### src/rtl/pc_stack.sv
// pc_stack: program counter with hold/inc/jmp/bra/call/ret over a return stack; clk, clr (async low), en_pc, op, adrs_in -> adrs_out, sp, stk_full, stk_empty, stk_err
module pc_stack #(
  parameter int ADDR_W = 8,
  parameter int STACK_DEPTH = 4,
  parameter logic [ADDR_W-1:0] RESET_ADDR = '0
) (
  input  logic                               clk,
  input  logic                               clr,
  input  logic                               en_pc,
  input  logic [2:0]                         op,
  input  logic [ADDR_W-1:0]                  adrs_in,
  output logic [ADDR_W-1:0]                  adrs_out,
  output logic [$clog2(STACK_DEPTH+1)-1:0]   sp,
  output logic                               stk_full,
  output logic                               stk_empty,
  output logic                               stk_err
);
  localparam int SPW = $clog2(STACK_DEPTH+1);
  localparam int IW = STACK_DEPTH > 1 ? $clog2(STACK_DEPTH) : 1;
  typedef enum logic [2:0] {OP_HOLD, OP_INC, OP_JMP, OP_BRA, OP_CALL, OP_RET} op_t;
  logic [ADDR_W-1:0] mem [2**IW];
  logic [ADDR_W-1:0] pc_inc, pc_nxt, top;
  logic [SPW-1:0] sp_m1, sp_nxt;
  logic is_call, is_ret, push, pop, err_nxt;
  assign stk_full = sp == SPW'(STACK_DEPTH);
  assign stk_empty = sp == '0;
  assign pc_inc = adrs_out + ADDR_W'(1);
  assign sp_m1 = sp - SPW'(1);
  assign top = mem[sp_m1[IW-1:0]];
  always_comb begin
    is_call = en_pc && op == OP_CALL;
    is_ret = en_pc && op == OP_RET;
    push = is_call && !stk_full;
    pop = is_ret && !stk_empty;
    err_nxt = (is_call && stk_full) || (is_ret && stk_empty);
    sp_nxt = push ? sp + SPW'(1) : pop ? sp_m1 : sp;
    pc_nxt = !en_pc ? adrs_out :
             op == OP_INC ? pc_inc :
             op == OP_JMP ? adrs_in :
             op == OP_BRA ? adrs_out + adrs_in :
             push ? adrs_in :
             pop ? top : adrs_out;
  end
  always_ff @(posedge clk or negedge clr) begin
    if (!clr) begin
      adrs_out <= RESET_ADDR;
      sp <= '0;
      stk_err <= 1'b0;
    end else begin
      adrs_out <= pc_nxt;
      sp <= sp_nxt;
      stk_err <= err_nxt;
    end
  end
  always_ff @(posedge clk) if (push && clr) mem[sp[IW-1:0]] <= pc_inc;
endmodule

### config.mk
export PLATFORM = sky130hd
export DESIGN_NAME = pc_stack
export DESIGN_NICKNAME = d
export VERILOG_FILES = /design/src/rtl/pc_stack.sv
export SDC_FILE = /design/constraint.sdc
export NUM_CORES = 1
export LEC_CHECK = 0
export CORE_UTILIZATION = 57
export DETAILED_ROUTE_END_ITERATION = 10
export PLACE_DENSITY = 0.8
export SYNTH_ARGS = -nofsm -noshare
export SYNTH_HDL_FRONTEND = slang
export SYNTH_SLANG_ARGS = --single-unit
export TNS_END_PERCENT = 1
### constraint.sdc
create_clock -name clk -period 2.6 [get_ports clk]
set_input_delay 0.52 -clock clk [delete_from_list [all_inputs] [get_ports clk]]
set_output_delay 0.52 -clock clk [all_outputs]
set_load 0.01 [all_outputs]
==> results of run 1 <==
-- final cells by class --
type                            count  share of cell area
Clock buffer                        6              0.0229
Clock inverter                      2             0.00513
Inverter                           11              0.0130
Multi-Input combinational cell    168               0.393
Sequential cell                    44               0.398
Tap cell                           52              0.0205
Timing Repair Buffer               50               0.148
-- cell usage in the layout, fill, tap and decap left out, types with 3 or more instances in the layout --
master,instances
xnor2_1,4
dfrtp_1,12
clkdlybuf4s50_1,27
o21ai_0,12
a21oi_1,17
nor2_1,20
ha_1,13
and3_1,7
nor3_1,9
o22ai_1,4
buf_4,21
xor2_1,8
nand2b_1,3
nand3_1,6
mux4_2,8
nand2_1,16
clkbuf_8,5
edfxtp_1,32
inv_1,11
-- power breakdown --
part / total [mW] / internal (mW) / switching, mW
Clock: 0.427 / 0.191 / 0.236
Sequential: 1.07 / 0.932 / 0.142
Combinational: 1.50 / 0.729 / 0.770
-- logic make-up (layout without fill, tap and decap cells) --
| logic type | Yosys count | count (layout) | synth area share |
|---|---|---|---|
| simple gates | 75 | 75 | 0.147 |
| xor+xnor | 12 | 12 | 0.0399 |
| fa+ha+maj | 14 | 14 | 0.0694 |
| flops | 44 | 44 | 0.479 |
| buf+inv | 24 | 69 | 0.0471 |
| compound gates | 58 | 58 | 0.145 |
| mux | 9 | 9 | 0.0723 |
-- metal layers --
layer / vias to the layer above / track usage / wire length [um]
met4: 0 / 0.156 / 277
met5: - / 0 / 0
met1: 1075 / 0.403 / 2790
li1: 977 / - / -
met2: 113 / 0.411 / 2980
met3: 22 / 0.0505 / 497
-- critical path: stages --
cell and delay [ps]:
clkdlybuf4s50_1 500, ha_1 190, inv_1 60, fa_1 380, nand2b_1 170, a21oi_1 180, a21oi_1 90, or4_1 460
o21ai_1 120
-- repair_timing --
item	CTS	global route
hold endpoints to repair	0	0
endpoints found under the setup margin	0	1
gates resized for setup	0	1
buffers inserted	0	0
-- how the worst min path moves through the flow --
stage	startpoint	to	slack [ps]	cells past startpoint
final	clr	adrs_out[2]	490	1
after global routing	clr	adrs_out[2]	510	1
after CTS	clr	adrs_out[2]	490	1
after detailed placement	sp[0]	sp[0]	590	2
after global placement	sp[0]	sp[0]	590	2
after floorplan	clr	adrs_out[0]	220	0
-- cells in the mapped netlist, drive strengths merged (2+ instances only) --
master   instances  area share
o22ai            4      0.0095
nand2b           3      0.0071
nand3            6       0.011
nor4             2      0.0048
or4              2      0.0057
xnor2            4       0.013
clkbuf           5      0.0071
nand2           17       0.030
o211ai           2      0.0057
and3             7       0.017
nor2            21       0.031
inv             11       0.016
o31ai            2      0.0076
or3              2      0.0067
ha              13       0.062
buf              8       0.024
o221ai           2      0.0067
a31oi            2      0.0048
a2bb2oi          2      0.0067
xor2             8       0.027
dfrtp           12        0.11
a211o            2      0.0067
nor3             9       0.017
and2             2      0.0057
a21oi           17       0.032
mux4             8       0.068
edfxtp          32        0.37
o21ai           13       0.025
o31a             2      0.0067
o32a             2      0.0076
-- state kept, by name (all words and copies together), names as in the netlist --
signal / count
sp: 3
mem: 32
adrs_out: 8
stk_err: 1
-- stage by stage --
step,instances,power (mW),worst slack (ps)
2_1_floorplan,236,2.02,91.0
3_3_place_gp,325,2.50,-111
3_5_place_dp,325,2.55,-148
4_1_cts,333,2.99,159
5_1_grt,333,3.17,15.5
6_report,333,3.00,166
==> impl_metrics.env, run 1 <==
export IMPL_cts_buffer_depth=2
export IMPL_yosysWarnings=0
export IMPL_cp_max_fo=2
export IMPL_max_freq_mhz=411
export IMPL_ir_drop_mv=0.517
export IMPL_grt_max_degree=15
export IMPL_ys_async_sr_fraction=0.273
export IMPL_start_util=0.600
export IMPL_via_count=2187
export IMPL_die_area_um2=4890
export IMPL_drt_wl_total_mm=6.54
export IMPL_fin_tns_setup_ps=0
export IMPL_finalHoldViolCount=0
export IMPL_synth_main_ff_cell="edfxtp_1"
export IMPL_place_congestion=1.05
export IMPL_core_area_um2=4380
export IMPL_ys_ff_latch=44
export IMPL_r2r_start="sp[1]"
export IMPL_first_iter_violations=199
export IMPL_netlist_cell_type_count=51
export IMPL_syn_cell_area_um2=2630
export IMPL_crit_required_ps=2830
export IMPL_worst_pin_slew_ps=604
export IMPL_r2r_slack_ps=370
export IMPL_track_usage=0.283
export IMPL_avgViaCountPerCell=6.57
export IMPL_grt_pass1_wl_mm=10.4
export IMPL_fin_crit_ps=2430
export IMPL_cap_violations=0
export IMPL_fin_skew_ps=6.44
export IMPL_syn_area_per_cell_um2=11.1
export IMPL_seqCellArea_um2=1260
export IMPL_grt_pass1_vias=1943
export IMPL_multiInputGateArea_um2=1250
export IMPL_r2r_end="adrs_out[4]"
export IMPL_nFillCells=323
export IMPL_portBuffers=27
export IMPL_synthCells=236
export IMPL_dieHeight_um=69.9
export IMPL_fin_util=0.723
export IMPL_drc=0
export IMPL_cts_buffers=5
export IMPL_worstSetupEndpoint="adrs_out[6]"
export IMPL_placed_area_um2=3080
export IMPL_start_kind="input pin"
export IMPL_final_layout_size_suffix_gt1_frac=0.157
export IMPL_die_width_um=69.9
export IMPL_hold_buffers=0
export IMPL_critPathCaptureType="flop"
export IMPL_timing_slew_headroom=0.595
export IMPL_worstSetupStartpoint="adrs_in[0]"
export IMPL_final_min_period_over_clock_period=0.936
export IMPL_clock_sinks=44
export IMPL_cts_htree_levels=2
export IMPL_rsz0062_at_grt="false"
export IMPL_outcome="finished, final reports clean"
export IMPL_hold_class="input pin to async pin"
export IMPL_p_per_area_nw_per_um2=946
export IMPL_overflow=0
export IMPL_path_class="input pin to flop"
export IMPL_firstDrtPassIters=5
export IMPL_fin_area_um2=3170
export IMPL_postSynthNetCount=264
export IMPL_antenna_found_initial=0
export IMPL_diodes=0
export IMPL_maxSlewViolCount=0
export IMPL_dp_hpwl_mm=4.69
export IMPL_final_nets=308
export IMPL_yosysSeqAreaShare=0.479
export IMPL_hold_ws_ps=493
export IMPL_cts_tree="done"
export IMPL_reg2reg_depth=6
export IMPL_clk_latency_ps=300
export IMPL_drt_antenna_violating_nets=0
export IMPL_root_buffer="clkbuf_8"
export IMPL_detail_route_wl_per_cell_um=19.6
export IMPL_synth_edf_count=32
export IMPL_area_growth_syn_to_layout_pct=20.5
export IMPL_clkTransAtPathRegs_ps=90
export IMPL_p_leak_nw=1.25
export IMPL_io_pins=28
export IMPL_arrival_ps=2660
export IMPL_setup_violations=0
export IMPL_rows=24
No activity file was read; power rests on OpenSTA's default activity.
==> inputs of run 2 (changes only) <==
Settings changed: CTS_CLUSTER_DIAMETER set to 60.
==> results of run 2 <==
Same layout as run 1: the final DEF is identical, and so are final timing and power.
==> inputs of run 3 (changes only) <==
Settings changed: CORE_MARGIN set to 2, PLACE_DENSITY 0.8 to unset, PLACE_DENSITY_LB_ADDON set to 0.08.
==> impl_metrics.env, run 3 (synthesis results as in run 1) <==
export IMPL_dieHeight_um=71.9
export IMPL_final_nets=300
export IMPL_hold_ws_ps=440
export IMPL_cts_buffers=5
export IMPL_maxSlewViolCount=0
export IMPL_outcome="finished, final reports clean"
export IMPL_drt_wl_total_mm=5.84
export IMPL_root_buffer="clkbuf_8"
export IMPL_diodes=0
export IMPL_max_freq_mhz=414
export IMPL_via_count=2008
export IMPL_cap_violations=0
export IMPL_cts_buffer_depth=2
export IMPL_avgViaCountPerCell=6.18
export IMPL_timing_slew_headroom=0.676
export IMPL_layout_commonest_cell="edfxtp_1"
export IMPL_grt_max_degree=18
export IMPL_start_util=0.596
export IMPL_crit_required_ps=2810
export IMPL_portBuffers=27
export IMPL_fin_crit_ps=2410
export IMPL_path_class="input pin to flop"
export IMPL_cts_htree_levels=2
export IMPL_cts_tree="done"
export IMPL_firstDrtPassIters=5
export IMPL_clock_sinks=44
export IMPL_nFillCells=347
export IMPL_crit_path_max_incr_delay_ps=480
export IMPL_path_buf_inv=2
export IMPL_first_iter_violations=186
export IMPL_cts_setup_buffers=0
export IMPL_detail_route_wl_per_cell_um=18.0
export IMPL_path_cells="clkdlybuf4s50_1, ha_1, inv_1, fa_1, nand2b_1, a21oi_2, a21oi_1, or4_1, o21ai_0"
export IMPL_clk_latency_ps=290
export IMPL_clkTransAtPathRegs_ps=80
export IMPL_die_area_um2=5180
export IMPL_p_per_area_nw_per_um2=956
export IMPL_fin_util=0.702
export IMPL_track_usage=0.250
export IMPL_area_growth_syn_to_layout_pct=17.7
export IMPL_core_area_um2=4410
export IMPL_path_delay_family="simple AND/OR/NAND/NOR gates"
export IMPL_dp_hpwl_mm=4.34
export IMPL_finalHoldViolCount=0
export IMPL_place_ws_ps=-146
export IMPL_largest_register_ffs=32
export IMPL_final_min_period_over_clock_period=0.928
export IMPL_worst_pin_slew_ps=483
export IMPL_setup_violations=0
export IMPL_rsz0062_at_grt="false"
export IMPL_grt_pass1_wl_mm=9.78
export IMPL_p_leak_nw=1.21
export IMPL_drc=0
export IMPL_rows=24
export IMPL_cp_max_fo=2
export IMPL_mostFrequentLayoutCells="32 x edfxtp_1, 27 x clkdlybuf4s50_1, 20 x nor2_1"
export IMPL_arrival_ps=2620
export IMPL_fin_skew_ps=11.2
export IMPL_critPathCaptureType="flop"
export IMPL_power_mw=2.96
export IMPL_place_congestion=0.819
export IMPL_cp_slowest_cell="clkdlybuf4s50_1"
export IMPL_start_kind="input pin"
export IMPL_antenna_found_initial=0
export IMPL_final_layout_size_suffix_gt1_frac=0.132
export IMPL_io_pins=28
export IMPL_die_width_um=71.9
export IMPL_setup_slack_ps=187
export IMPL_hold_class="input pin to async pin"
export IMPL_hold_buffers=0
export IMPL_ir_drop_mv=0.485
export IMPL_drt_antenna_violating_nets=0
export IMPL_overflow=0
export IMPL_grt_pass1_vias=1938
run 3: cell count changes in the layout (fill, tap and decap cells not counted), sizes merged:
| cell | before | now |
|---|---|---|
| buf | 23 | 15 |
run 3: per-layer routing:
metal  part of all wire  track usage  vias up  wire length, um
met5                  0            0        -                0
met4              0.010       0.0692        0               61
met3              0.062       0.0292        7              361
met2               0.47        0.397       72             2750
met1               0.46        0.370      973             2660
li1                   -            -      956                -
run 3: final timing paths:
kind,start,end,slack (ps),cells after the start
max reg2reg,adrs_out[0],adrs_out[6],360,8
max in group asynchronous,clr,adrs_out[3],1720,2
min reg2reg,sp[0],sp[0],630,2
min,clr,sp[0],440,1
max,adrs_in[0],adrs_out[6],190,9
min in group clk,sp[0],sp[0],630,2
run 3: per-stage QoR:
| stage | std cells | TNS [ps] | cell area, um^2 |
|---|---|---|---|
| global route | 325 | 0 | 3100 |
| detailed placement | 317 | -256 | 3010 |
| global placement | 317 | -106 | 3010 |
| CTS | 325 | 0 | 3090 |
| finish | 325 | 0 | 3100 |
| floorplan | 236 | 0 | 2630 |
run 3: repair_timing:
item                       in CTS  in global routing
hold endpoints to repair        0                  0
setup endpoints to repair       0                  1
gates resized for setup         0                  1
run 3: final cells by class:
type | count | area [um^2] | area share
flip-flops and latches | 44 | 1260 | 0.407
multi-input cells | 168 | 1250 | 0.404
repair buffers | 42 | 395 | 0.128
clock buffers | 6 | 72.6 | 0.0234
well taps | 52 | 65.1 | 0.0210
inverters | 11 | 41.3 | 0.0133
clock inverters | 2 | 11.3 | 0.00364
run 3: worst reg2reg max path: stages (launching register included):
cell and delay (ps):
dfrtp_1 490, ha_1 220, inv_1 60, fa_1 370, nand2b_1 190, a21oi_2 150
a21oi_1 80, or4_1 450, o21ai_0 160
run 3: where the power goes:
group	internal, mW	leakage [nW]	switching (mW)	total (mW)
combinational	0.723	0.734	0.750	1.47
clock	0.186	0.0388	0.218	0.405
sequential	0.933	0.437	0.149	1.08
